## src/rtl/bist_controller.sv

```systemverilog
// bist_controller: host-side sequencer for the matrix_mult wrapper self-test port.
// It loads the seed, runs the PRNG driver, captures the returned signature and
// compares it against a golden value. It reports pass, fail or timeout.
// Optional feature macro: BIST_LOOPBACK_EN. When defined, the loopback_i input
// bypasses the DUT so that only the driver->monitor path is exercised.
//
// state | meaning
// IDLE  | waiting for a rising edge on start_i
// SEED  | one cycle: seed presented to the wrapper with ext_valid_o
// RUN   | driver enabled; waiting for ext_valid_i or timeout
// CHECK | one cycle: compare captured signature against golden
// DONE  | result held until the next start
module bist_controller #(
    parameter int WIDTH          = 8,
    parameter int ROW            = 4,
    parameter int COL            = 4,
    parameter int DRIVER_WIDTH   = WIDTH * (ROW + COL),
    parameter int TIMEOUT_CYCLES = 1024,
    parameter int CNT_W          = $clog2(TIMEOUT_CYCLES + 1)
) (
    input  logic                    clk_i,
    input  logic                    rstn_i,
    input  logic                    start_i,
    input  logic                    abort_i,
`ifdef BIST_LOOPBACK_EN
    input  logic                    loopback_i,
`endif
    input  logic [DRIVER_WIDTH-1:0] seed_i,
    input  logic [DRIVER_WIDTH-1:0] stop_code_i,
    input  logic [DRIVER_WIDTH-1:0] golden_i,
    output logic [2:0]              bypass_o,
    output logic [1:0]              mode_o,
    output logic                    driver_valid_o,
    output logic [DRIVER_WIDTH-1:0] driver_stop_code_o,
    output logic                    ext_en_o,
    output logic [ROW*WIDTH-1:0]    ext_input_o,
    output logic [COL*WIDTH-1:0]    ext_psum_o,
    output logic                    ext_valid_o,
    input  logic [DRIVER_WIDTH-1:0] ext_result_i,
    input  logic                    ext_valid_i,
    output logic                    busy_o,
    output logic                    done_o,
    output logic                    pass_o,
    output logic                    timeout_o,
    output logic [DRIVER_WIDTH-1:0] signature_o,
    output logic [CNT_W-1:0]        cycle_count_o
);

    typedef enum logic [2:0] {
        S_IDLE  = 3'd0,
        S_SEED  = 3'd1,
        S_RUN   = 3'd2,
        S_CHECK = 3'd3,
        S_DONE  = 3'd4
    } state_t;

    localparam logic [CNT_W-1:0] CNT_LAST = CNT_W'(TIMEOUT_CYCLES - 1);
    localparam logic [CNT_W-1:0] CNT_ONE  = CNT_W'(1);

    state_t                  state;
    logic                    start_q;
    logic                    armed;
    logic [DRIVER_WIDTH-1:0] golden_q;
    logic                    start_rise;
    logic [2:0]              bypass_start;

    // armed blocks the first cycle after reset, so a start_i level that was
    // already high while reset was asserted does not count as a rising edge.
    assign start_rise = start_i & ~start_q & armed;

`ifdef BIST_LOOPBACK_EN
    assign bypass_start = loopback_i ? 3'b010 : 3'b000;
`else
    assign bypass_start = 3'b000;
`endif

    // Sequencer FSM with all outputs registered.
    always_ff @(posedge clk_i or negedge rstn_i) begin
        if (!rstn_i) begin
            state              <= S_IDLE;
            start_q            <= 1'b0;
            armed              <= 1'b0;
            golden_q           <= '0;
            bypass_o           <= 3'b000;
            mode_o             <= 2'b00;
            driver_valid_o     <= 1'b0;
            driver_stop_code_o <= '0;
            ext_en_o           <= 1'b0;
            ext_input_o        <= '0;
            ext_psum_o         <= '0;
            ext_valid_o        <= 1'b0;
            busy_o             <= 1'b0;
            done_o             <= 1'b0;
            pass_o             <= 1'b0;
            timeout_o          <= 1'b0;
            signature_o        <= '0;
            cycle_count_o      <= '0;
        end else begin
            start_q <= start_i;
            armed   <= 1'b1;
            if (abort_i && (state != S_IDLE)) begin
                state              <= S_IDLE;
                bypass_o           <= 3'b000;
                mode_o             <= 2'b00;
                driver_valid_o     <= 1'b0;
                driver_stop_code_o <= '0;
                ext_en_o           <= 1'b0;
                ext_input_o        <= '0;
                ext_psum_o         <= '0;
                ext_valid_o        <= 1'b0;
                busy_o             <= 1'b0;
                done_o             <= 1'b0;
                pass_o             <= 1'b0;
            end else begin
                case (state)
                    S_IDLE, S_DONE: begin
                        // done_o rises one cycle after entering DONE
                        if (state == S_DONE) begin
                            done_o <= 1'b1;
                        end
                        if (start_rise) begin
                            state              <= S_SEED;
                            golden_q           <= golden_i;
                            driver_stop_code_o <= stop_code_i;
                            ext_input_o        <= seed_i[DRIVER_WIDTH-1 -: ROW*WIDTH];
                            ext_psum_o         <= seed_i[COL*WIDTH-1:0];
                            bypass_o           <= bypass_start;
                            mode_o             <= 2'b11;
                            ext_en_o           <= 1'b1;
                            ext_valid_o        <= 1'b1;
                            busy_o             <= 1'b1;
                            done_o             <= 1'b0;
                            pass_o             <= 1'b0;
                            timeout_o          <= 1'b0;
                            cycle_count_o      <= '0;
                        end
                    end
                    S_SEED: begin
                        state          <= S_RUN;
                        mode_o         <= 2'b00;
                        ext_valid_o    <= 1'b0;
                        driver_valid_o <= 1'b1;
                    end
                    S_RUN: begin
                        cycle_count_o <= cycle_count_o + CNT_ONE;
                        // a result arriving on the last allowed cycle still wins
                        if (ext_valid_i) begin
                            state          <= S_CHECK;
                            signature_o    <= ext_result_i;
                            driver_valid_o <= 1'b0;
                            ext_en_o       <= 1'b0;
                            bypass_o       <= 3'b000;
                            ext_input_o    <= '0;
                            ext_psum_o     <= '0;
                        end else if (cycle_count_o == CNT_LAST) begin
                            state          <= S_DONE;
                            timeout_o      <= 1'b1;
                            pass_o         <= 1'b0;
                            busy_o         <= 1'b0;
                            driver_valid_o <= 1'b0;
                            ext_en_o       <= 1'b0;
                            bypass_o       <= 3'b000;
                            ext_input_o    <= '0;
                            ext_psum_o     <= '0;
                        end
                    end
                    S_CHECK: begin
                        state  <= S_DONE;
                        pass_o <= (signature_o == golden_q);
                        busy_o <= 1'b0;
                    end
                    default: begin
                        state <= S_IDLE;
                    end
                endcase
            end
        end
    end

endmodule

```

## config.mk

```make
export PLATFORM = sky130hd
export DESIGN_NAME = bist_controller
export DESIGN_NICKNAME = d
export VERILOG_FILES = /design/src/rtl/bist_controller.sv
export SDC_FILE = /design/constraint.sdc
export NUM_CORES = 1
export LEC_CHECK = 0
export ABC_AREA = 1
export BUFFER_PORTS_ARGS = -buffer_cell sky130_fd_sc_hd__buf_2
export CAP_MARGIN = 20
export CELL_PAD_IN_SITES_DETAIL_PLACEMENT = 1
export CELL_PAD_IN_SITES_GLOBAL_PLACEMENT = 2
export CORE_ASPECT_RATIO = 0.7
export CORE_MARGIN = 8
export CORE_UTILIZATION = 30
export CTS_CLUSTER_SIZE = 20
export DETAILED_ROUTE_END_ITERATION = 8
export PLACE_DENSITY = 0.91
export SLEW_MARGIN = 20
export SYNTH_ARGS = -nofsm -noshare
export SYNTH_HDL_FRONTEND = slang
export SYNTH_SLANG_ARGS = --single-unit
```

## constraint.sdc

```tcl
create_clock -name clk_i -period 2.5 [get_ports clk_i]
set_clock_uncertainty 0.15 [all_clocks]
set_input_delay 0.25 -clock clk_i [delete_from_list [all_inputs] [get_ports clk_i]]
set_output_delay 0.25 -clock clk_i [all_outputs]
set_load 0.05 [all_outputs]
```

==> results.rst, run 1 <==
.. list-table::
   :header-rows: 1

   * - Metric
     - Value
   * - Proportion of synthesized flip-flops having asynchronous set or reset
     - between 90% and 100%
   * - Switching Share
     - between 40% and 50%
   * - Required time of the critical path
     - between 2 and 3 ns
   * - Kind of cell adding the most delay to the critical path
     - simple AND/OR/NAND/NOR gates
   * - Arrival time at the worst endpoint
     - approximately 2.6 ns
   * - Nets@finish
     - 2,217
   * - Most numerous cell on the critical path
     - sky130_fd_sc_hd__nand2_1
   * - Boundary pin count
     - 476
   * - Yosys synthesis warning count
     - 0
   * - Routed via count divided by cell count
     - between 4 and 5
   * - Slew of the pin with the lowest slew margin
     - between 0.8 and 0.9 ns
   * - Design internal power
     - about 12 mW
   * - Top FF cell, synth
     - sky130_fd_sc_hd__dfrtp_1
   * - Part of the total power dissipated in combinational logic
     - between 40 and 50%
   * - Overall power of the completed layout
     - 22.2 mW
   * - Max incr delay on CP
     - around 0.45 ns
   * - CP startpoint kind
     - register
   * - Buffering stage count on the worst path with inverters included
     - 0
   * - Share of total power in sequential cells
     - between 30% and 40%
   * - Reg2Reg Depth
     - 9
   * - RSZ-0062 raised after global routing
     - false
   * - Post-synth top cells
     - sky130_fd_sc_hd__nand2_1, sky130_fd_sc_hd__dfrtp_1, sky130_fd_sc_hd__inv_1
   * - Grt total ovfl
     - 0
   * - Share of post-route cells with drive strength above 1
     - approximately 30%
   * - Die area
     - 46,000 um2
   * - Max Buffers Root-to-Sink
     - 3
   * - Area fraction of the dominant cell type after synthesis
     - roughly three fifths
   * - Maximum level of the CTS H-tree
     - 1
   * - CTS clock-pin slew for the worst setup and hold paths
     - 0.06 ns
   * - Switching component of the power
     - between 10 and 15 mW
   * - TritonRoute pass-1 iters
     - 5
   * - IO buf count
     - 472
   * - Most frequent cell after synthesis
     - sky130_fd_sc_hd__nand2_1
   * - Setup total negative slack
     - 0 ns
   * - Class of the most critical setup path
     - register to register
   * - Sequential element share of the synthesized area
     - between 50% and 60%
   * - Width of the die
     - ~250 um
   * - Share of the clock period used by the worst path after layout
     - 89.3%
   * - Count of cell types in the netlist
     - 33
   * - Post-synth EDFFs
     - 0
   * - End-of-flow core utilization
     - a little under half
   * - Vias in the first global route
     - between 10,000 and 15,000
   * - Leak pwr
     - roughly 9.8 nW
   * - Share of total power in the clock network
     - about a fifth
   * - TritonCTS clock tree
     - yes
   * - Post-synthesis area per instance
     - approximately 9.6 um2
   * - Capture instance of the worst register-to-register path
     - cycle_count_o[8]
   * - Cell type contributing the most total cell area after synthesis
     - sky130_fd_sc_hd__dfrtp_1
   * - Routability-driven placement congestion ratio
     - roughly 0.8
   * - Skew-Pair Late Insertion Delay
     - approximately 0.56 ns
   * - Setup-violating endpoint count in the final report
     - 0
   * - Site Rows
     - 60
   * - Worst path depth
     - 9
   * - Worst hold slack after final layout
     - approximately 0.14 ns
   * - Wire length of the first global-routing pass
     - 80,400 um
   * - Period minus WS final
     - between 2 and 2.5 ns
   * - Crit Reg-Reg Startpoint
     - state[1]
   * - Clock root buffer master
     - sky130_fd_sc_hd__clkbuf_16
   * - Startpoint of the most critical setup path
     - state[1]
   * - Cell area power density
     - around 1200 nW/um2
   * - Endpoint kind of the worst setup timing path
     - register
   * - Top achievable clock speed
     - ~450 MHz
   * - Number of flip-flops and latches in the synthesized netlist
     - 279
   * - Synth Cell Area
     - ~12,000 um2
   * - Worst ir drop on vdd
     - between 0.5 and 0.6 mV
   * - Initial cell density of the core
     - 30.6%
   * - Via total after detailed routing
     - ~12,000
   * - Status
     - finished, final reports clean
   * - Post-route DRC
     - 0
   * - Floorplan Core Area
     - about 39,000 um2
   * - Number of antenna violations at the first check in global routing
     - 11
   * - Pin count of the biggest net entering global routing
     - 80
   * - Average wire per cell in the routed design
     - 20.9 um
   * - Relative slew slack
     - about 44%
   * - Number of clock sinks
     - 279
   * - Final antenna-violating net count
     - 0
   * - Largest cells by area after synthesis
     - sky130_fd_sc_hd__dfrtp_1, sky130_fd_sc_hd__nand2_1, sky130_fd_sc_hd__a22o_1
   * - Routed Wire Length
     - between 50,000 and 60,000 um
   * - Die Height
     - 182 um
   * - MaxCap Viol Count
     - 0
   * - Drt initial violations
     - roughly 570
   * - Area Overhead vs Synth
     - 55.3%
   * - Global-route total usage across every layer
     - about 22%
   * - Max-slew violation count
     - 0
   * - Cts bufs inserted
     - 31
   * - R2R setup slack
     - between 0.2 and 0.3 ns
   * - HPWL after detailed placement
     - about 33,000 um
   * - Final hold violation count
     - 0
   * - Hold/Removal Path Class
     - input port to asynchronous set/reset pin
   * - Worst path slowest cell
     - sky130_fd_sc_hd__dfrtp_1
   * - Maximum fanout along the worst path
     - 12
   * - Ordered cell list for the critical path
     - nor2_4 > nand2_1 > nand2_2 > nand2_2 > nand2_1 > nand2_1 > o21ai_0 > nand2_1 > nor2_1
   * - Instance count of the mapped netlist
     - around 1,200
-- flip-flops by register name, indices dropped and copies added, names as in the netlist --
| name | count |
|---|---|
| ext_psum_o | 32 |
| cycle_count_o | 11 |
| driver_stop_code_o | 64 |
| state | 3 |
| pass_o | 1 |
| timeout_o | 1 |
| golden_q | 64 |
| armed | 1 |
| signature_o | 64 |
| mode_o | 1 |
| busy_o | 1 |
| done_o | 1 |
| start_q | 1 |
| ext_en_o | 1 |
| driver_valid_o | 1 |
| ext_input_o | 32 |
-- final cells by class --
class | count | area [um2]
multi-input combinational | 808 | 4140
antenna | 13 | 32.5
clock inverter | 5 | 32.5
clock buffer | 48 | 880
inverter | 79 | 302
sequential | 279 | 6980
tap | 527 | 659
timing repair buffer | 756 | 5300
fill | 4561 | 20300
-- power groups by stage --
stage | clock, mW | sequential [mW] | combinational, mW
2_1_floorplan | 0 | 11.0 | 3.54
3_3_place_gp | 0 | 7.36 | 9.75
3_5_place_dp | 0 | 7.45 | 9.96
4_1_cts | 4.42 | 7.42 | 10.3
5_1_grt | 4.57 | 7.69 | 11.1
6_report | 4.28 | 7.50 | 10.4
-- per-stage QoR --
stage | cells | instance area [um2] | worst slack [ns]
after floorplan | 1232 | 11800 | 0.348
after detailed placement | 2189 | 14800 | 0.188
after CTS | 2502 | 18300 | 0.162
after global routing | 2513 | 18300 | 0.104
after global placement | 2189 | 14800 | 0.288
final | 2515 | 18300 | 0.267
-- cell usage in the layout (no fill, tap or decap), drive strengths merged --
cell / n
o211a: 1
buf: 496
nand3b: 1
ha: 1
o21a: 1
clkbuf: 48
mux2i: 1
nor3: 7
xnor2: 33
inv: 80
o21ai: 40
conb: 4
a21oi: 35
diode: 13
dlygate4sd3: 260
dfrtp: 279
a22oi: 1
nand3: 75
xor2: 4
a22o: 64
nor2: 77
nand2: 424
nand4: 4
clkinv: 4
mux2: 35
-- kinds of logic (layout without fill, tap and decap cells) --
| family | count (synthesis) | after routing | synth area share [%] |
|---|---|---|---|
| xor gates and xnor gates | 37 | 37 | 2.75 |
| DFF | 279 | 279 | 59.2 |
| adders and majority gates | 1 | 1 | 0.106 |
| buffers and inverters | 145 | 888 | 5.90 |
| muxes | 36 | 36 | 3.74 |
| and+or+nand+nor | 588 | 588 | 20.1 |
| other | 2 | 17 | 0.0636 |
| AOI/OAI and AO/OA | 142 | 142 | 8.14 |
-- worst max-delay path by stage --
stage                       endpoint
floorplan             ext_psum_o[11]
global placement      ext_psum_o[26]
CTS                    ext_psum_o[9]
finish              cycle_count_o[8]
detailed placement     ext_psum_o[9]
global route        cycle_count_o[8]
-- per-layer routing --
layer | routed length, um | global-route usage (%) | part of all wire [%] | vias to the layer above
met2 | 27000 | 39.9 | 51 | 384
met4 | 1780 | 7.74 | 3.4 | 0
met5 | 0 | 0 | 0 | -
met3 | 3450 | 6.05 | 6.6 | 110
met1 | 20200 | 24.7 | 39 | 5920
li1 | - | - | - | 5389
-- timing repair --
item / 4_1_cts / 5_1_grt
gates resized for setup: 0 / 1
hold buffers: 260 / 0
setup endpoints to repair: 0 / 3
hold endpoints to repair: 375 / 0
setup buffers: 0 / 0
Power figures use the tool's default switching activity.
==> run 2, diff against run 1 <==
--- a/config.mk
+++ b/config.mk
@@ -5,15 +5,13 @@
 export SDC_FILE = /design/constraint.sdc
 export NUM_CORES = 1
 export LEC_CHECK = 0
-export ABC_AREA = 1
 export BUFFER_PORTS_ARGS = -buffer_cell sky130_fd_sc_hd__buf_2
 export CAP_MARGIN = 20
 export CELL_PAD_IN_SITES_DETAIL_PLACEMENT = 1
 export CELL_PAD_IN_SITES_GLOBAL_PLACEMENT = 2
 export CORE_ASPECT_RATIO = 0.7
 export CORE_MARGIN = 8
-export CORE_UTILIZATION = 30
-export CTS_CLUSTER_SIZE = 20
+export CORE_UTILIZATION = 32
 export DETAILED_ROUTE_END_ITERATION = 8
 export PLACE_DENSITY = 0.91
 export SLEW_MARGIN = 20
==> run 2 against run 1 <==
Against the previous run:
- routed wire length shrank 1.9%
- synthesized cell count shrank 26%
- sequential power grew 1%
- via count shrank 11%
- hold slack lost 0.048 ns
- largest cell class unchanged
==> results.rst, run 2 <==
.. list-table::
   :header-rows: 1

   * - Metric
     - Value
   * - Maximum fanout along the worst path
     - 11
   * - Number of clock sinks
     - about 280
   * - Area Overhead vs Synth
     - 57.7%
   * - Post-synthesis area per instance
     - between 10 and 15 um2
   * - Share of post-route cells with drive strength above 1
     - 41.1%
   * - Initial cell density of the core
     - between 30% and 40%
   * - Top achievable clock speed
     - about 420 MHz
   * - Period minus WS final
     - about 2.4 ns
   * - Routability-driven placement congestion ratio
     - between 0.8 and 0.9
   * - MaxCap Viol Count
     - 0
   * - Grt total ovfl
     - 0
   * - Area of placed instances
     - 14,400 um2
   * - Number of flip-flops and latches in the synthesized netlist
     - approximately 280
   * - Adder-cell share of the synthesized area
     - less than 1%
   * - Cell area power density
     - 1250 nW/um2
   * - Synth Cell Area
     - about 11,000 um2
   * - Most frequent cell after synthesis
     - sky130_fd_sc_hd__dfrtp_1
   * - Pin count of the biggest net entering global routing
     - between 70 and 80
   * - Drt initial violations
     - roughly 470
   * - Cell area after layout
     - approximately 18,000 um2
   * - Worst ir drop on vdd
     - 0.819 mV
   * - Most common cell after layout, fill and taps aside
     - sky130_fd_sc_hd__buf_2
   * - Site Rows
     - 58
   * - Post-route DRC
     - 0
   * - Biggest regs
     - driver_stop_code_o x64, golden_q x64, signature_o x64
   * - Cts bufs inserted
     - 30
   * - Highest-count cells in the layout ignoring fill and taps
     - sky130_fd_sc_hd__buf_2, sky130_fd_sc_hd__dfrtp_1, sky130_fd_sc_hd__dlygate4sd3_1
   * - Global-route total usage across every layer
     - about a quarter
   * - HPWL after detailed placement
     - approximately 31,000 um
   * - Routed Wire Length
     - around 51,000 um
   * - Setup-violating endpoint count in the final report
     - 0
   * - Maximum level of the CTS H-tree
     - 1
   * - Post-synth top cells
     - sky130_fd_sc_hd__dfrtp_1, sky130_fd_sc_hd__nand2_1, sky130_fd_sc_hd__mux2_2
   * - Crit Reg-Reg Startpoint
     - state[1]
   * - Routed via count divided by cell count
     - ~4.9
   * - Width of the die
     - 242 um
   * - Arrival time at the worst endpoint
     - around 2.7 ns
   * - Status
     - finished, final reports clean
   * - Compound-Gate Fraction of Synth Area
     - under 10%
   * - Worst hold slack after final layout
     - 0.0906 ns
   * - Instance count of the mapped netlist
     - 910
   * - Sequential element share of the synthesized area
     - around 60%
   * - TritonCTS clock tree
     - yes
   * - Hold-fix buffers, CTS
     - between 200 and 300
   * - Proportion of synthesized flip-flops having asynchronous set or reset
     - between 90% and 100%
   * - Average wire per cell in the routed design
     - ~24 um
   * - Basic-gate share of the synthesized area counting and, or, nand and nor cells
     - under 10%
   * - Required time of the critical path
     - ~2.8 ns
   * - Number of buffers inserted to repair setup after CTS
     - 0
   * - Setup total negative slack
     - 0 ns
   * - Final antenna-violating net count
     - 0
   * - TritonRoute pass-1 iters
     - 5
   * - Cell type contributing the most total cell area after synthesis
     - sky130_fd_sc_hd__dfrtp_1
   * - RSZ-0062 raised after global routing
     - false
   * - Vias in the first global route
     - roughly 12,000
   * - Slew of the pin with the lowest slew margin
     - approximately 0.74 ns
   * - Max incr delay on CP
     - 0.59 ns
   * - CTS clock-pin slew for the worst setup and hold paths
     - about 0.070 ns
   * - Ordered cell list for the critical path
     - or4b_4 > a211o_4 > o31ai_1 > dlygate4sd3_1
   * - Post-synthesis xor/xnor area fraction
     - 5.43%
   * - Post-cts sizing count
     - 0
   * - Skew-Pair Late Insertion Delay
     - between 0.5 and 0.6 ns
   * - CP startpoint kind
     - register
   * - Post-synth EDFFs
     - 0
   * - Share of the clock period used by the worst path after layout
     - a little over nine tenths
   * - Max-slew violation count
     - 0
   * - Reg2Reg Depth
     - 4
   * - R2R setup slack
     - 0.14 ns
   * - Largest cells by area after synthesis
     - sky130_fd_sc_hd__dfrtp_1, sky130_fd_sc_hd__mux2_2, sky130_fd_sc_hd__a22o_1
   * - Top FF cell, synth
     - sky130_fd_sc_hd__dfrtp_1
   * - Relative slew slack
     - 50.6%
   * - Area fraction of the dominant cell type after synthesis
     - about three fifths
   * - Wire length of the first global-routing pass
     - just under 80,000 um
   * - Die Height
     - 174 um
   * - Yosys synthesis warning count
     - 0
   * - Hold/Removal Path Class
     - input port to asynchronous set/reset pin
   * - Worst path slowest cell
     - sky130_fd_sc_hd__dlygate4sd3_1
   * - Floorplan Core Area
     - approximately 36,000 um2
   * - Multiplexer fraction of the synthesized cell area
     - about 13%
   * - Nets@finish
     - approximately 1,900
   * - Leak pwr
     - 8.91 nW
   * - Endpoint kind of the worst setup timing path
     - register
   * - Class of the most critical setup path
     - register to register
   * - Capture instance of the worst register-to-register path
     - state[1]
   * - Max Buffers Root-to-Sink
     - 3
   * - IO buf count
     - roughly 470
   * - Die area
     - between 40,000 and 50,000 um2
   * - Number of antenna violations at the first check in global routing
     - 7
   * - Boundary pin count
     - 476
   * - Count of cell types in the netlist
     - 46
   * - Final hold violation count
     - 0
   * - Clock root buffer master
     - sky130_fd_sc_hd__clkbuf_16
   * - Via total after detailed routing
     - 10,500
   * - Combinational family with the most area after synthesis
     - multiplexers
[run 2: cell types whose count changed in the layout (fill, tap and decap cells not counted), moves of 9 or more]
| cell | change |
|---|---|
| sky130_fd_sc_hd__nand2_1 | -281 |
| sky130_fd_sc_hd__mux2_2 | +103 |
| sky130_fd_sc_hd__inv_1 | -73 |
| sky130_fd_sc_hd__nand3_1 | -66 |
| sky130_fd_sc_hd__nor2_1 | -53 |
| sky130_fd_sc_hd__a21oi_1 | +36 |
| sky130_fd_sc_hd__o21ai_0 | -32 |
| sky130_fd_sc_hd__xor2_1 | +29 |
| sky130_fd_sc_hd__mux2_4 | -10 |
| sky130_fd_sc_hd__nand4_1 | +10 |
| sky130_fd_sc_hd__nor4_1 | +9 |
[run 2: how the worst max path moves through the flow]
stage	from	endpoint	slack, ns	depth (start not counted)
finish	state[1]	state[1]	0.14	4
global route	state[1]	ext_input_o[10]	0.1	5
CTS	state[1]	state[1]	0.19	4
detailed placement	state[2]	ext_input_o[10]	0.25	5
global placement	state[2]	cycle_count_o[9]	0.36	5
floorplan	cycle_count_o[0]	ext_input_o[10]	0.33	8
[run 2: logic make-up (layout without fill, tap and decap cells)]
logic type | count (synthesis) | in the layout
flops | 279 | 279
compound gates | 157 | 157
simple gates | 208 | 208
xor+xnor | 71 | 71
buf+inv | 62 | 814
fa+ha+maj | 1 | 1
mux | 130 | 130
other cells | 2 | 12
[run 2: layout make-up]
type                    instances  area, um2
clock buffers                  48        930
fillers                      3881      17600
multi-input cells             571       4140
flip-flops and latches        279       6980
repair buffers                756       5270
diodes                          8       20.0
clock inverters                 8        123
inverters                       2       7.51
well taps                     480        601
[run 2: metrics by stage]
| stage | worst slack, ns | std cells | utilization (%) | total power [mW] |
|---|---|---|---|---|
| 2_1_floorplan | 0.326 | 912 | - | 14.2 |
| 3_3_place_gp | 0.361 | 1827 | 40.4 | 16.8 |
| 3_5_place_dp | 0.250 | 1827 | 40.4 | 17.1 |
| 4_1_cts | 0.191 | 2144 | 50.7 | 22.3 |
| 5_1_grt | 0.0974 | 2150 | 50.7 | 23.4 |
| 6_report | 0.142 | 2152 | 50.7 | 22.6 |
[run 2: power by group]
part,internal [mW],leakage [nW],total (mW),switching (mW)
clock network,2.85,0.507,4.80,1.95
logic,3.07,4.83,10.2,7.10
registers,6.18,3.58,7.59,1.41
total,12.1,8.91,22.6,10.5
[run 2: metal layers]
layer / track usage, % / part of all wire [%] / vias up / wire length, um
met2: 43.5 / 53 / 395 / 27200
met1: 26.2 / 38 / 5340 / 19400
met5: 0 / 0.025 / - / 13
met3: 5.20 / 5.3 / 106 / 2720
li1: - / - / 4620 / -
met4: 9.30 / 4.1 / 2 / 2130
[run 2: worst max-delay path, delay by kind of cell, from the launching register on]
| family | cells | cell delay (ns) |
|---|---|---|
| AO/OA/AOI/OAI | 2 | 0.40 |
| flip-flops | 1 | 0.57 |
| AND/OR/NAND/NOR | 1 | 0.58 |
| buffers and inverters | 1 | 0.59 |
